`src/rtl/seq_lane_mem_if.sv`:
```
// Bus bundle between the game controller (master) and the sequence lane memory (slave).
// Widths follow LANE_W / DEPTH and must match the attached seq_lane_mem instance.
interface seq_lane_mem_if #(
    parameter int LANE_W = 8,
    parameter int DEPTH  = 4
);
    localparam int PTR_W = $clog2(DEPTH);
    localparam int LEN_W = $clog2(DEPTH + 1);

    logic                    MEM_CLR;
    logic                    MEM_LOAD;
    logic [PTR_W-1:0]        MEM_LOAD_VAL;
    logic                    MEM_APPEND;
    logic [LANE_W-1:0]       MEM_IN;
    logic                    RD_START;
    logic                    RD_NEXT;
    logic [LANE_W-1:0]       RD_DATA;
    logic                    RD_VALID;
    logic                    RD_LAST;
    logic [LEN_W-1:0]        MEM_LEN;
    logic                    MEM_FULL;
    logic [DEPTH*LANE_W-1:0] MEM_OUT;

    modport master (
        output MEM_CLR, MEM_LOAD, MEM_LOAD_VAL, MEM_APPEND, MEM_IN, RD_START, RD_NEXT,
        input  RD_DATA, RD_VALID, RD_LAST, MEM_LEN, MEM_FULL, MEM_OUT
    );

    modport slave (
        input  MEM_CLR, MEM_LOAD, MEM_LOAD_VAL, MEM_APPEND, MEM_IN, RD_START, RD_NEXT,
        output RD_DATA, RD_VALID, RD_LAST, MEM_LEN, MEM_FULL, MEM_OUT
    );
endinterface

```
`src/rtl/seq_lane_mem.sv`:
```
// DEPTH x LANE_W sequence store with indexed/append writes, length tracking and playback.
// Define SEQ_LANE_MEM_WRAP_EN for circular history (append while full overwrites the oldest lane).
module seq_lane_mem #(
    parameter int LANE_W = 8,
    parameter int DEPTH  = 4
) (
    input  logic          clk,
    input  logic          rst_MEM,
    seq_lane_mem_if.slave bus
);
    localparam int PTR_W = $clog2(DEPTH);
    localparam int LEN_W = $clog2(DEPTH + 1);

    logic [LANE_W-1:0] mem_q [DEPTH];
    logic [LANE_W-1:0] mem_d [DEPTH];
    logic [PTR_W-1:0]  wr_ptr_q, wr_ptr_d;
    logic [PTR_W-1:0]  rd_ptr_q, rd_ptr_d;
    logic [LEN_W-1:0]  rd_cnt_q, rd_cnt_d;
    logic [LEN_W-1:0]  len_q, len_d;
    logic              full_q, full_d;
    logic              rd_valid_q, rd_valid_d;
    logic              rd_last;
    logic [PTR_W-1:0]  base;

    function automatic logic [PTR_W-1:0] ptr_inc(input logic [PTR_W-1:0] p);
        if (p == PTR_W'(DEPTH - 1)) begin
            return '0;
        end
        return p + PTR_W'(1);
    endfunction

    // rd_cnt only ever reaches len_q-1 while valid, so the subtraction never underflows in use.
    assign rd_last = rd_valid_q && (rd_cnt_q == (len_q - LEN_W'(1)));

`ifdef SEQ_LANE_MEM_WRAP_EN
    assign base = full_q ? wr_ptr_q : '0;
`else
    assign base = '0;
`endif

    always_comb begin
        mem_d      = mem_q;
        wr_ptr_d   = wr_ptr_q;
        rd_ptr_d   = rd_ptr_q;
        rd_cnt_d   = rd_cnt_q;
        len_d      = len_q;
        rd_valid_d = rd_valid_q;

        if (bus.MEM_CLR) begin
            for (int i = 0; i < DEPTH; i++) begin
                mem_d[i] = '0;
            end
            wr_ptr_d   = '0;
            rd_ptr_d   = '0;
            rd_cnt_d   = '0;
            len_d      = '0;
            rd_valid_d = 1'b0;
        end else begin
            if (bus.MEM_LOAD) begin
                if (int'(bus.MEM_LOAD_VAL) < DEPTH) begin
                    mem_d[bus.MEM_LOAD_VAL] = bus.MEM_IN;
                end
            end else if (bus.MEM_APPEND) begin
                if (!full_q) begin
                    mem_d[wr_ptr_q] = bus.MEM_IN;
                    wr_ptr_d        = ptr_inc(wr_ptr_q);
                    len_d           = len_q + LEN_W'(1);
                end
`ifdef SEQ_LANE_MEM_WRAP_EN
                else begin
                    mem_d[wr_ptr_q] = bus.MEM_IN;
                    wr_ptr_d        = ptr_inc(wr_ptr_q);
                end
`endif
            end

            if (bus.RD_START) begin
                rd_ptr_d   = base;
                rd_cnt_d   = '0;
                rd_valid_d = (len_q != '0);
            end else if (bus.RD_NEXT && rd_valid_q) begin
                if (rd_last) begin
                    rd_valid_d = 1'b0;
                end else begin
                    rd_ptr_d = ptr_inc(rd_ptr_q);
                    rd_cnt_d = rd_cnt_q + LEN_W'(1);
                end
            end
        end

        full_d = (len_d == LEN_W'(DEPTH));
    end

    always_ff @(posedge clk or posedge rst_MEM) begin
        if (rst_MEM) begin
            for (int i = 0; i < DEPTH; i++) begin
                mem_q[i] <= '0;
            end
            wr_ptr_q   <= '0;
            rd_ptr_q   <= '0;
            rd_cnt_q   <= '0;
            len_q      <= '0;
            full_q     <= 1'b0;
            rd_valid_q <= 1'b0;
        end else begin
            for (int i = 0; i < DEPTH; i++) begin
                mem_q[i] <= mem_d[i];
            end
            wr_ptr_q   <= wr_ptr_d;
            rd_ptr_q   <= rd_ptr_d;
            rd_cnt_q   <= rd_cnt_d;
            len_q      <= len_d;
            full_q     <= full_d;
            rd_valid_q <= rd_valid_d;
        end
    end

    for (genvar g = 0; g < DEPTH; g++) begin : g_out
        assign bus.MEM_OUT[g*LANE_W +: LANE_W] = mem_q[g];
    end

    assign bus.RD_DATA  = rd_valid_q ? mem_q[rd_ptr_q] : '0;
    assign bus.RD_VALID = rd_valid_q;
    assign bus.RD_LAST  = rd_last;
    assign bus.MEM_LEN  = len_q;
    assign bus.MEM_FULL = full_q;
endmodule
```
`src/flat_wrapper.sv`:
```
// flat-port wrapper written by rule: the top's interface ports become plain ports
module seq_lane_mem_flat 
#(
    parameter int LANE_W = 8,
    parameter int DEPTH  = 4
)
  (clk, rst_MEM, bus_MEM_CLR, bus_MEM_LOAD, bus_MEM_LOAD_VAL, bus_MEM_APPEND, bus_MEM_IN, bus_RD_START, bus_RD_NEXT, bus_RD_DATA, bus_RD_VALID, bus_RD_LAST, bus_MEM_LEN, bus_MEM_FULL, bus_MEM_OUT);
  seq_lane_mem_if #(.LANE_W(LANE_W), .DEPTH(DEPTH)) bus_i ();
  input  logic clk;
  input  logic rst_MEM;
  input wire logic [$bits(bus_i.MEM_CLR)-1:0] bus_MEM_CLR;
  input wire logic [$bits(bus_i.MEM_LOAD)-1:0] bus_MEM_LOAD;
  input wire logic [$bits(bus_i.MEM_LOAD_VAL)-1:0] bus_MEM_LOAD_VAL;
  input wire logic [$bits(bus_i.MEM_APPEND)-1:0] bus_MEM_APPEND;
  input wire logic [$bits(bus_i.MEM_IN)-1:0] bus_MEM_IN;
  input wire logic [$bits(bus_i.RD_START)-1:0] bus_RD_START;
  input wire logic [$bits(bus_i.RD_NEXT)-1:0] bus_RD_NEXT;
  output wire logic [$bits(bus_i.RD_DATA)-1:0] bus_RD_DATA;
  output wire logic [$bits(bus_i.RD_VALID)-1:0] bus_RD_VALID;
  output wire logic [$bits(bus_i.RD_LAST)-1:0] bus_RD_LAST;
  output wire logic [$bits(bus_i.MEM_LEN)-1:0] bus_MEM_LEN;
  output wire logic [$bits(bus_i.MEM_FULL)-1:0] bus_MEM_FULL;
  output wire logic [$bits(bus_i.MEM_OUT)-1:0] bus_MEM_OUT;
  assign bus_i.MEM_CLR = bus_MEM_CLR;
  assign bus_i.MEM_LOAD = bus_MEM_LOAD;
  assign bus_i.MEM_LOAD_VAL = bus_MEM_LOAD_VAL;
  assign bus_i.MEM_APPEND = bus_MEM_APPEND;
  assign bus_i.MEM_IN = bus_MEM_IN;
  assign bus_i.RD_START = bus_RD_START;
  assign bus_i.RD_NEXT = bus_RD_NEXT;
  assign bus_RD_DATA = bus_i.RD_DATA;
  assign bus_RD_VALID = bus_i.RD_VALID;
  assign bus_RD_LAST = bus_i.RD_LAST;
  assign bus_MEM_LEN = bus_i.MEM_LEN;
  assign bus_MEM_FULL = bus_i.MEM_FULL;
  assign bus_MEM_OUT = bus_i.MEM_OUT;
  seq_lane_mem #(.LANE_W(LANE_W), .DEPTH(DEPTH)) u_core (.clk(clk), .rst_MEM(rst_MEM), .bus(bus_i));
endmodule
```
`config.mk`:
```
export PLATFORM = sky130hd
export DESIGN_NAME = seq_lane_mem_flat
export DESIGN_NICKNAME = d
export VERILOG_FILES = /design/src/rtl/seq_lane_mem_if.sv /design/src/rtl/seq_lane_mem.sv /design/src/flat_wrapper.sv
export SDC_FILE = /design/constraint.sdc
export NUM_CORES = 1
export LEC_CHECK = 0
export CELL_PAD_IN_SITES_DETAIL_PLACEMENT = 1
export CELL_PAD_IN_SITES_GLOBAL_PLACEMENT = 2
export CORE_MARGIN = 5
export CORE_UTILIZATION = 30
export CTS_BUF_LIST = sky130_fd_sc_hd__clkbuf_4 sky130_fd_sc_hd__clkbuf_8 sky130_fd_sc_hd__clkbuf_16
export DETAILED_ROUTE_END_ITERATION = 6
export GPL_ROUTABILITY_DRIVEN = 1
export PLACE_DENSITY_LB_ADDON = 0.1
export SLEW_MARGIN = 20
export SYNTH_ARGS = -nofsm -noshare
export SYNTH_HDL_FRONTEND = slang
export SYNTH_SLANG_ARGS = --single-unit
```
`constraint.sdc`:
```
create_clock -name clk -period 2.19 [get_ports clk]
set_input_delay 0.438 -clock clk [delete_from_list [all_inputs] [get_ports clk]]
set_output_delay 0.438 -clock clk [all_outputs]
set_load 0.02 [all_outputs]
```
Yosys cells after proc, flatten, opt, wreduce, memory -nomap -nowiden --
Index checks and enable logic that the tools add are counted.
Cells by class: add/subtract/negate cells 5, magnitude comparators 5, equal/unequal tests 8, mux-type cells 48, bitwise operators 3, reductions and logical operators 13
Operator list (number):
- 32-bit 2-to-1 mux | 4
- 32-bit bitwise mux | 2
- 8-bit 2-to-1 mux | 5
- 8-bit demux with 2-bit select | 2
- 2-bit 2-to-1 mux | 12
- 3-bit 2-to-1 mux | 8
- 8-bit binary-select mux with 2-bit select | 1
- 1-bit 2-to-1 mux | 14
- 3-bit nonzero test | 4
- 3-bit greater-or-equal comparator, second input constant | 3
- 2-bit inverter with 3-bit output | 3
- 3-bit by 1-bit adder with 3-bit output, second input constant | 2
- 3-bit by 1-bit < comparator with 1-bit output, second input constant | 2
- 3-bit inequality test, second input constant | 2
- 2-bit AND reduction | 3
- 2-bit by 1-bit adder with 2-bit output, second input constant | 2
- 2-bit == test, second input constant | 2
- 1-bit logical AND | 4
- 2-bit inequality test, second input constant | 2
- 3-bit == test | 1
- 3-bit == test, second input constant | 1
- 3-bit AND reduction | 1
- 3-bit by 1-bit subtractor with 3-bit output, second input constant | 1
- 2-bit nonzero test | 1
Word-level totals: flip-flop bits (word level) 44, input port bits 17, logic and storage cells 92

Depth between registers and ports, before layout --
Gate-level depths: netlist of run 1.
word-level depth 12, gate-level depth with buffers 7

Least setup slack after synthesis of run 1 --
Ideal clock, no wire load.
path type register to output, start point reg u_core.len_q[0], in the netlist u_core.bus.MEM_LEN[0], end point out bus_RD_LAST, arrival 1606 ps, data required time 1752 ps, path slack 146 ps, cell stages (with the launch flop) 7, buffers on the path 1, cells stage by stage dfrtp_1 -> buf_2 -> inv_1 -> ha_1 -> xnor2_1 -> nor2_1 -> and3_2
Between the ends: longest elaborated chain between the ends 3
RTL lines:
- start, declared | line seq_lane_mem.sv:19 | logic [LEN_W-1:0] len_q, len_d;
- start signal, assigned | line seq_lane_mem.sv:112 | len_q <= len_d;
- 3-bit by 1-bit subtractor with 3-bit output | line seq_lane_mem.sv:33 | assign rd_last = rd_valid_q && (rd_cnt_q == (len_q - LEN_W'(1)));
- 3-bit == test | line seq_lane_mem.sv:33
- 1-bit logical AND | line seq_lane_mem.sv:33
- end, declared | line flat_wrapper.sv:20 | output wire logic [$bits(bus_i.RD_LAST)-1:0] bus_RD_LAST;
No other way between the ends.

Worst setup path after layout of run 1 --
start point reg u_core.len_q[1], in the netlist u_core.bus.MEM_LEN[1], end point out bus_RD_LAST
Same word-level chain as after synthesis.

==> results.toml, run 1 <==
[outcome]
run_status = "complete, no violations"

[global_route]
gr-total-overflow = 0
grt_first_pass_wirelength_um = 11100
grt.total_usage_pct = 14.6
grt_max_degree = 45
first_global_vias = 2032
antenna_found_initial = 0

[floorplanning]
core_area_um2 = 7690
die_h_um = 98.4
die_w_um = 98.4
ioPinCount = 63
start_util_pct = 30.5
dieArea_um2 = 9690
rows = 32

[drt]
drc_errors = 0
first_pass_iters = 2
wl_per_cell_um = 17.6
ant_nets = 0
vias = 1937
drt_iter0_drc = 38
vias_per_cell = 4.85
totalWireLength_um = 7010

[place]
gp_congestion = 0.759
port_buffers = 62
pre_cts_ws_ns = -0.0248
placed_cells = 389
dpl.hpwl_um = 5100

[setup_path]
ff2ff_setup_slack_ns = 0.47
r2r_end = "u_core.rd_cnt_q[0]"
worstSetupStartpoint = "u_core.bus.MEM_LEN[1]"
crit_type = "reg2out"
end_kind = "output pin"
worstPathRequired_ns = 1.75
crit_fanout = 2
crit_arrival_ns = 1.68
crit_path_start_kind = "flip-flop"
timing.rr.start = "u_core.bus.MEM_LEN[1]"
worstRegToRegCells = 8

[clock_network]
cts_max_level = 2
clock_path_buffers = 2
clkLatencyLatePin_ns = 0.30
cts_tree = "built"
cts.clk_slew.worst_paths_ns = 0.09
cts_hold_buf = 0
cts_buffers = 5
cts_sinks = 44
cts_root_buffer = "clkbuf_8"

[sta]
setup_tns_ns = 0
hold_viol = 0
period_minus_slack_ns = 2.12
finalCritPeriodShare_pct = 96.8
fmax_ghz = 0.472
final-setup-viol-count = 0
relSlewSlack_pct = 47.6
skew_ns = 0.00662
slew_viol_final = 0
setup_ws_ns = 0.0706
tightest_slew_ns = 0.783

[synthesis]
synth-seq-cells = 44
syn_avg_cell_area_um2 = 11.2
syn_nets = 235
yosysTopAreaCellShare_pct = 46.9
yosys.area.top_type = "dfrtp_1"
synth_compound_area_share_pct = 15.5
syn_inst = 209
synth.area.top_cells = "dfrtp_1 (47%), mux4_2 (7.7%), o2bb2ai_1 (7.5%)"
synthSimpleGateAreaFrac_pct = 16.2
synth_top_family_by_area = "simple AND/OR/NAND/NOR gates"
muxShareOfSynthArea_pct = 9.39
synth_fa_ha_area_share_pct = 4.80
ys_seq_area_share_pct = 46.9
yosysWarnings = 0
synth.distinct_cells = 41
synth_area_um2 = 2350
synth_xor_area_share_pct = 4.37

[hold_path]
hp-class = "in2async"

[power_and_ir_drop]
p_total_w = 0.00186
p_leak_nw = 1.46
ir_drop_mv = 0.249
cellPowerDensity_nw_per_um2 = 547

[finish]
layout_commonest_cell = "clkdlybuf4s50_1"
utilization_pct = 44.2
nets = 322
final_layout_size_suffix_gt1_share_pct = 21.9
antenna_cells = 0
mostFrequentLayoutCells = "clkdlybuf4s50_1 (53), dfrtp_1 (43), buf_4 (22)"
instances_no_fill = 399
areaGrowthSynthToFinish_pct = 44.8

[run]
cap_violations = 0
[cell type report]
type | count | area, um^2
multi-input combinational | 149 | 1200
clock buffer | 6 | 82.6
fill | 880 | 4290
sequential | 44 | 1100
timing repair buffer | 89 | 845
tap | 102 | 128
inverter | 7 | 26.3
clock inverter | 2 | 15.0
[critical path: stages (launching register included)]
cell and delay (ns):
dfrtp_1 0.40, inv_2 0.08, buf_4 0.11, ha_1 0.18, xnor3_2 0.26, and3_2 0.20
buf_2 0.15
[synthesized netlist by cell type]
| library cell | n |
|---|---|
| and3_1 | 1 |
| or4_1 | 1 |
| nor3_1 | 3 |
| and2_1 | 8 |
| buf_2 | 5 |
| o21ai_2 | 1 |
| xnor3_2 | 1 |
| or2_2 | 1 |
| and3b_1 | 1 |
| nor3b_2 | 1 |
| ha_1 | 9 |
| mux2i_1 | 4 |
| a21o_1 | 1 |
| a21oi_1 | 2 |
| xnor2_1 | 7 |
| nand2b_1 | 9 |
| a211oi_2 | 1 |
| mux4_2 | 8 |
| dfrtp_1 | 44 |
| clkbuf_1 | 3 |
| o21ai_1 | 2 |
| nor2_1 | 16 |
| a2bb2oi_1 | 1 |
| a31o_2 | 1 |
| nand3b_1 | 2 |
| or3_1 | 2 |
| and2b_2 | 1 |
| a31oi_1 | 2 |
| inv_1 | 7 |
| and3_2 | 1 |
| nand2_1 | 18 |
| o31ai_1 | 8 |
| nor3b_1 | 1 |
| o2bb2ai_1 | 20 |
| o21ai_0 | 4 |
| a31oi_4 | 1 |
| nor2b_1 | 3 |
| nand3_1 | 4 |
| xor2_1 | 2 |
| buf_1 | 1 |
| a22oi_1 | 1 |
[per-stage QoR]
stage	cell area, um^2	hold slack, ns
final	3400	0.479
after global routing	3400	0.496
after CTS	3400	0.484
after detailed placement	3300	0.493
after global placement	3300	0.492
after floorplan	2350	0.535
[power breakdown]
| group | total [W] | internal (W) | switching (W) |
|---|---|---|---|
| logic | 0.000426 | 0.000211 | 0.000215 |
| clock network | 0.000546 | 0.000256 | 0.000290 |
| registers | 0.000884 | 0.000849 | 0.0000356 |
| total | 0.00186 | 0.00132 | 0.000541 |
[per-layer routing]
metal	up-vias	routed length [um]	track usage (%)
met5	-	0	0
met4	0	34	2.84
met3	2	231	2.97
met2	38	3430	25.3
met1	972	3310	19.0
li1	925	-	-
[state kept, by name (all words and copies together), names as in the netlist]
name / count
u_core.bus.MEM_LEN: 3
u_core.rd_cnt_q: 3
u_core.wr_ptr_q: 2
u_core.rd_ptr_q: 2
u_core.bus.MEM_FULL: 1
u_core.bus.RD_VALID: 1
u_core.bus.MEM_OUT: 32
[kinds of logic (layout without fill, tap and decap cells)]
family | Yosys count | in the layout
fa+ha+maj | 9 | 9
compound gates | 45 | 45
flops | 44 | 44
buf+inv | 16 | 104
mux | 12 | 12
simple gates | 73 | 73
xor+xnor | 10 | 10
[worst max-delay path by stage]
stage / end / slack [ns] / cells past startpoint
detailed placement: bus_RD_LAST / -0.02 / 6
CTS: bus_RD_DATA[0] / 0.002 / 5
global route: bus_RD_LAST / -0.01 / 6
global placement: bus_RD_LAST / 0.02 / 6
finish: bus_RD_LAST / 0.07 / 6
floorplan: bus_RD_LAST / 0.15 / 6
[what timing repair did]
action / in CTS / in global routing
pin swaps: 1 / 0
buffers inserted: 1 / 1
endpoints found under the setup margin: 9 / 6
gates resized for setup: 28 / 9
No activity file was read; power rests on OpenSTA's default activity.
==> run 2: changes to the inputs <==
--- a/config.mk
+++ b/config.mk
@@ -5,6 +5,7 @@
 export SDC_FILE = /design/constraint.sdc
 export NUM_CORES = 1
 export LEC_CHECK = 0
+export CAP_MARGIN = 20
 export CELL_PAD_IN_SITES_DETAIL_PLACEMENT = 1
 export CELL_PAD_IN_SITES_GLOBAL_PLACEMENT = 2
 export CORE_MARGIN = 5
==> results of run 2 <==
Final layout, timing and power as in run 1 (identical DEF).
==> run 3: changes to the inputs <==
--- a/config.mk
+++ b/config.mk
@@ -5,6 +5,7 @@
 export SDC_FILE = /design/constraint.sdc
 export NUM_CORES = 1
 export LEC_CHECK = 0
+export ABC_CLOCK_PERIOD_IN_PS = 2190
 export CAP_MARGIN = 20
 export CELL_PAD_IN_SITES_DETAIL_PLACEMENT = 1
 export CELL_PAD_IN_SITES_GLOBAL_PLACEMENT = 2
==> results of run 3 <==
Final layout, timing and power as in run 1 (identical DEF).
==> edit 1 (flow settings as in run 3) <==
`DEPTH` is set to 4 in 3 places; all go to 8.
--- a/src/rtl/seq_lane_mem_if.sv
+++ b/src/rtl/seq_lane_mem_if.sv
@@ -2,7 +2,7 @@
 // Widths follow LANE_W / DEPTH and must match the attached seq_lane_mem instance.
 interface seq_lane_mem_if #(
     parameter int LANE_W = 8,
-    parameter int DEPTH  = 4
+    parameter int DEPTH  = 8
 );
     localparam int PTR_W = $clog2(DEPTH);
     localparam int LEN_W = $clog2(DEPTH + 1);
--- a/src/rtl/seq_lane_mem.sv
+++ b/src/rtl/seq_lane_mem.sv
@@ -2,7 +2,7 @@
 // Define SEQ_LANE_MEM_WRAP_EN for circular history (append while full overwrites the oldest lane).
 module seq_lane_mem #(
     parameter int LANE_W = 8,
-    parameter int DEPTH  = 4
+    parameter int DEPTH  = 8
 ) (
     input  logic          clk,
     input  logic          rst_MEM,
--- a/src/flat_wrapper.sv
+++ b/src/flat_wrapper.sv
@@ -2,7 +2,7 @@
 module seq_lane_mem_flat 
 #(
     parameter int LANE_W = 8,
-    parameter int DEPTH  = 4
+    parameter int DEPTH  = 8
 )
   (clk, rst_MEM, bus_MEM_CLR, bus_MEM_LOAD, bus_MEM_LOAD_VAL, bus_MEM_APPEND, bus_MEM_IN, bus_RD_START, bus_RD_NEXT, bus_RD_DATA, bus_RD_VALID, bus_RD_LAST, bus_MEM_LEN, bus_MEM_FULL, bus_MEM_OUT);
   seq_lane_mem_if #(.LANE_W(LANE_W), .DEPTH(DEPTH)) bus_i ();
Ports: changed (resized bus_MEM_LEN, bus_MEM_LOAD_VAL and bus_MEM_OUT); port bits go from 63 to 97. No check against the original RTL was run, so the function may have changed too.
==> edit 1 against run 3 <==
  * The run now ends with negative setup slack left
  * Sequential share of layout area is 0.49 points lower
  * Area after synthesis is 82% higher
  * Cell count is 85% higher
  * Global-route usage is 3.6 points higher
  * Clock skew is 0.0020 ns higher
  * Power is 96% higher
  * Maximum frequency is 6.7% lower
  * Final area is 84% higher
  * Count of clock-buffer cells in the layout is 5 higher
  * Sequential cell count is 36 higher
  * Register-to-register slack worse by 0.24 ns
  * Wire length is 110% higher
  * Worst setup slack worse by 0.15 ns
  * Largest power group unchanged
==> edit 1: results <==
INSERT INTO impl_metrics (metric_group, metric, value, unit) VALUES
('timing', 'setup_tns', '-0.476', 'ns'),
('placed_design', 'pre_cts_slack', '-0.200', 'ns'),
('placed_design', 'detailed_place.area', '0.00595', 'sq mm'),
('worst_setup_path', 'worstRegToRegCells', '9', ''),
('global_routing', 'grt_pass1_vias', '3951', ''),
('placed_design', 'numPlacedInstances', '716', ''),
('worst_setup_path', 'worst_reg2reg_endpoint', 'u_core.bus.RD_VALID', ''),
('status', 'outcome', 'finished with violations', ''),
('worst_setup_path', 'crit_arrival', '1.83', 'ns'),
('layout', 'largest_reg_flops', '64', ''),
('clocking', 'worst_skew_pair.late_latency', '0.35', 'ns'),
('worst_setup_path', 'path_max_fanout', '6', ''),
('clocking', 'cts-buffers-inserted', '9', ''),
('worst_setup_path', 'timing.critical_path.to', 'bus_RD_DATA[4]', ''),
('logic_synthesis', 'synth_fp_nets', '420', ''),
('worst_setup_path', 'worst_path_dominant_cell_family', 'multiplexers', ''),
('global_routing', 'first_pass_grt_wire_length', '23000', 'um'),
('timing', 'report.final.setup_viol', '9', ''),
('clocking', 'cts.reportedPaths.clkPinSlew', '0.07', 'ns'),
('power_and_ir_drop', 'peak_vdd_ir', '0.362', 'mV'),
('timing', 'timing.hold.ws', '0.442', 'ns'),
('status', 'violations', 'negative setup slack', ''),
('route', 'via_per_inst', '4.99', ''),
('layout', 'finalNetCount', '576', ''),
('timing', 'least_setup_slack_across_all_paths_after_layout', '-0.0824', 'ns'),
('layout', 'final_design_area_no_fill', '0.00626', 'sq mm');
edit 1: cell count changes after synthesis, sizes merged, moves of 7 or more:
cell     before  now
nand2        18   80
o31ai         8   57
dfrtp        44   80
buf           6   25
o2bb2ai      20    3
nor2b         3   13
mux4          8   16
a21oi         2    9
and2          8    1
mux2i         4   11
edit 1: cell type report:
class                           count  share of cell area [%]
Tap cell                          180                    3.59
Sequential cell                    80                    32.0
Clock inverter                      5                   0.539
Timing Repair Buffer              177                    26.5
Multi-Input combinational cell    280                    33.3
Clock buffer                       11                    3.83
Inverter                            4                   0.300
edit 1: logic make-up (layout without fill, tap and decap cells):
family,Yosys count,in the layout,share of synthesized area [%]
AOI/OAI and AO/OA,92,92,17.3
xor gates and xnor gates,10,10,2.05
adders and majority gates,6,6,1.76
buffers and inverters,36,197,4.90
DFF,80,80,46.9
muxes,27,27,11.0
and+or+nand+nor,145,145,16.0
edit 1: routing by layer:
metal | routed length (um) | GRT usage [%]
met5 | 0 | 0
met4 | 189 | 5.56
met3 | 652 | 3.09
met2 | 7080 | 29.2
met1 | 6700 | 25.3
edit 1: where the power goes:
part	internal, uW	switching [uW]
logic	301	361
registers	1520	43.4
clock network	791	621
edit 1: repair_timing:
item / in CTS / in global routing
setup endpoints to repair: 9 / 9
setup buffers: 2 / 3
gates cloned: 0 / 0
gates resized for setup: 40 / 9
pin swaps: 0 / 3
==> edit 2 (flow settings as in run 3) <==
Without the edit above. Reset style: synchronous (`rst_MEM`), changed in one clocked block.
--- a/src/rtl/seq_lane_mem.sv
+++ b/src/rtl/seq_lane_mem.sv
@@ -91,7 +91,7 @@
         full_d = (len_d == LEN_W'(DEPTH));
     end
 
-    always_ff @(posedge clk or posedge rst_MEM) begin
+    always_ff @(posedge clk) begin
         if (rst_MEM) begin
             for (int i = 0; i < DEPTH; i++) begin
                 mem_q[i] <= '0;
Formal check against the unedited RTL: differs if rst_MEM is asserted again (counterexample within 4 cycles, from zero or initial values and one cycle with rst_MEM high); with rst_MEM held inactive, the same outputs for 4 cycles.
==> edit 2 against run 3 <==
  * Wire length is 16% higher
  * Sequential cell count stayed put
  * Cell count is 6.5% higher
  * Critical path depth is 2 lower
  * Worst setup slack better by 0.070 ns
  * Final area is 5.2% lower
  * Maximum frequency is 3.4% higher
  * First-iteration DRC count grew to 3.2 times the old value
  * Global-route usage is 2.2 points higher
  * Area after synthesis is 0.27% higher
  * Critical path type unchanged
Power is not compared: it rests on default switching activity, and its combinational part moved more than twofold at a synthesized area within 25%.
==> edit 2: results <==
INSERT INTO impl_metrics (metric_group, metric, value, unit) VALUES
('worst_setup_path', 'critPathLaunch', 'u_core.rd_ptr_q[0]', ''),
('logic_synthesis', 'part_of_the_yosys_area_used_for_sequential_elements', '37.4', '%'),
('status', 'outcome', 'finished clean', ''),
('layout', 'finalNetCount', '348', ''),
('logic_synthesis', 'yosys.cell_count.top_type', 'sky130_fd_sc_hd__dfxtp_1', ''),
('layout', 'fill_cells', '903', ''),
('timing', 'timing.hold.ws', '0.486', 'ns'),
('clocking', 'cts_setup_buffers', '0', ''),
('global_routing', 'grt_start_max_net_pins', '29', ''),
('global_routing', 'first_pass_grt_wire_length', '12900', 'um'),
('route', 'via_per_inst', '5.21', ''),
('logic_synthesis', 'post_synth_main_area_contributors', 'sky130_fd_sc_hd__dfxtp_1 (37%), sky130_fd_sc_hd__mux4_2 (7.7%), sky130_fd_sc_hd__a21oi_1 (7.0%)', ''),
('global_routing', 'grt_pass1_vias', '2290', ''),
('route', 'detail_route.first_pass.iterations', '4', ''),
('timing', 'clock-skew-final', '0.00383', 'ns'),
('worst_setup_path', 'worst_path_dominant_cell_family', 'multiplexers', ''),
('worst_setup_path', 'worst_reg2reg_endpoint', 'u_core.rd_ptr_q[0]', ''),
('logic_synthesis', 'yosysTopAreaCellShare', '37.4', '%'),
('worst_setup_path', 'path_max_fanout', '7', ''),
('worst_setup_path', 'slowest_delay', '0.49', 'ns');
[edit 2: cell types whose count changed in the layout (fill, tap and decap cells not counted), moves of 5 or more]
cell,change
sky130_fd_sc_hd__dfrtp_1,-43
sky130_fd_sc_hd__dfxtp_1,+42
sky130_fd_sc_hd__a21oi_1,+31
sky130_fd_sc_hd__nand3_1,+29
sky130_fd_sc_hd__o21ai_0,+27
sky130_fd_sc_hd__o2bb2ai_1,-20
sky130_fd_sc_hd__nand2_1,-11
sky130_fd_sc_hd__nor2_1,-10
sky130_fd_sc_hd__nand2b_1,-8
sky130_fd_sc_hd__o31ai_1,-8
sky130_fd_sc_hd__clkbuf_2,+5
[edit 2: layer usage]
metal | global-route usage [%] | vias up | wire length, um
met1 | 24.5 | 1083 | 3900
met4 | 2.94 | 0 | 60
met3 | 3.11 | 5 | 435
met2 | 26.3 | 57 | 3730
li1 | - | 1071 | -
met5 | 0 | - | 0
[edit 2: per-stage QoR]
step	area (sq um)	cells	setup TNS [ns]	worst slack (ns)	util [%]
floorplan	2350	252	0	0.0667	-
global placement	3170	417	0	0.0527	41.2
detailed placement	3170	417	-0.00599	-0.00599	41.2
CTS	3270	425	0	0.00144	42.5
global route	3220	425	0	0.0279	41.9
finish	3220	425	0	0.140	41.9
[edit 2: cells by family after synthesis]
kind of cell / synth area share, %
AO/OA/AOI/OAI: 16.2
adder cells (fa/ha/maj): 4.79
buffers and inverters: 4.63
multiplexers: 10.6
flip-flops: 37.4
AND/OR/NAND/NOR: 23.5
XOR/XNOR: 2.82
[edit 2: layout make-up]
class	count	area share, %
clock buffers	6	2.57
inverters	6	0.700
multi-input cells	184	42.3
repair buffers	81	22.7
well taps	102	3.96
clock inverters	2	0.311
flip-flops and latches	44	27.4
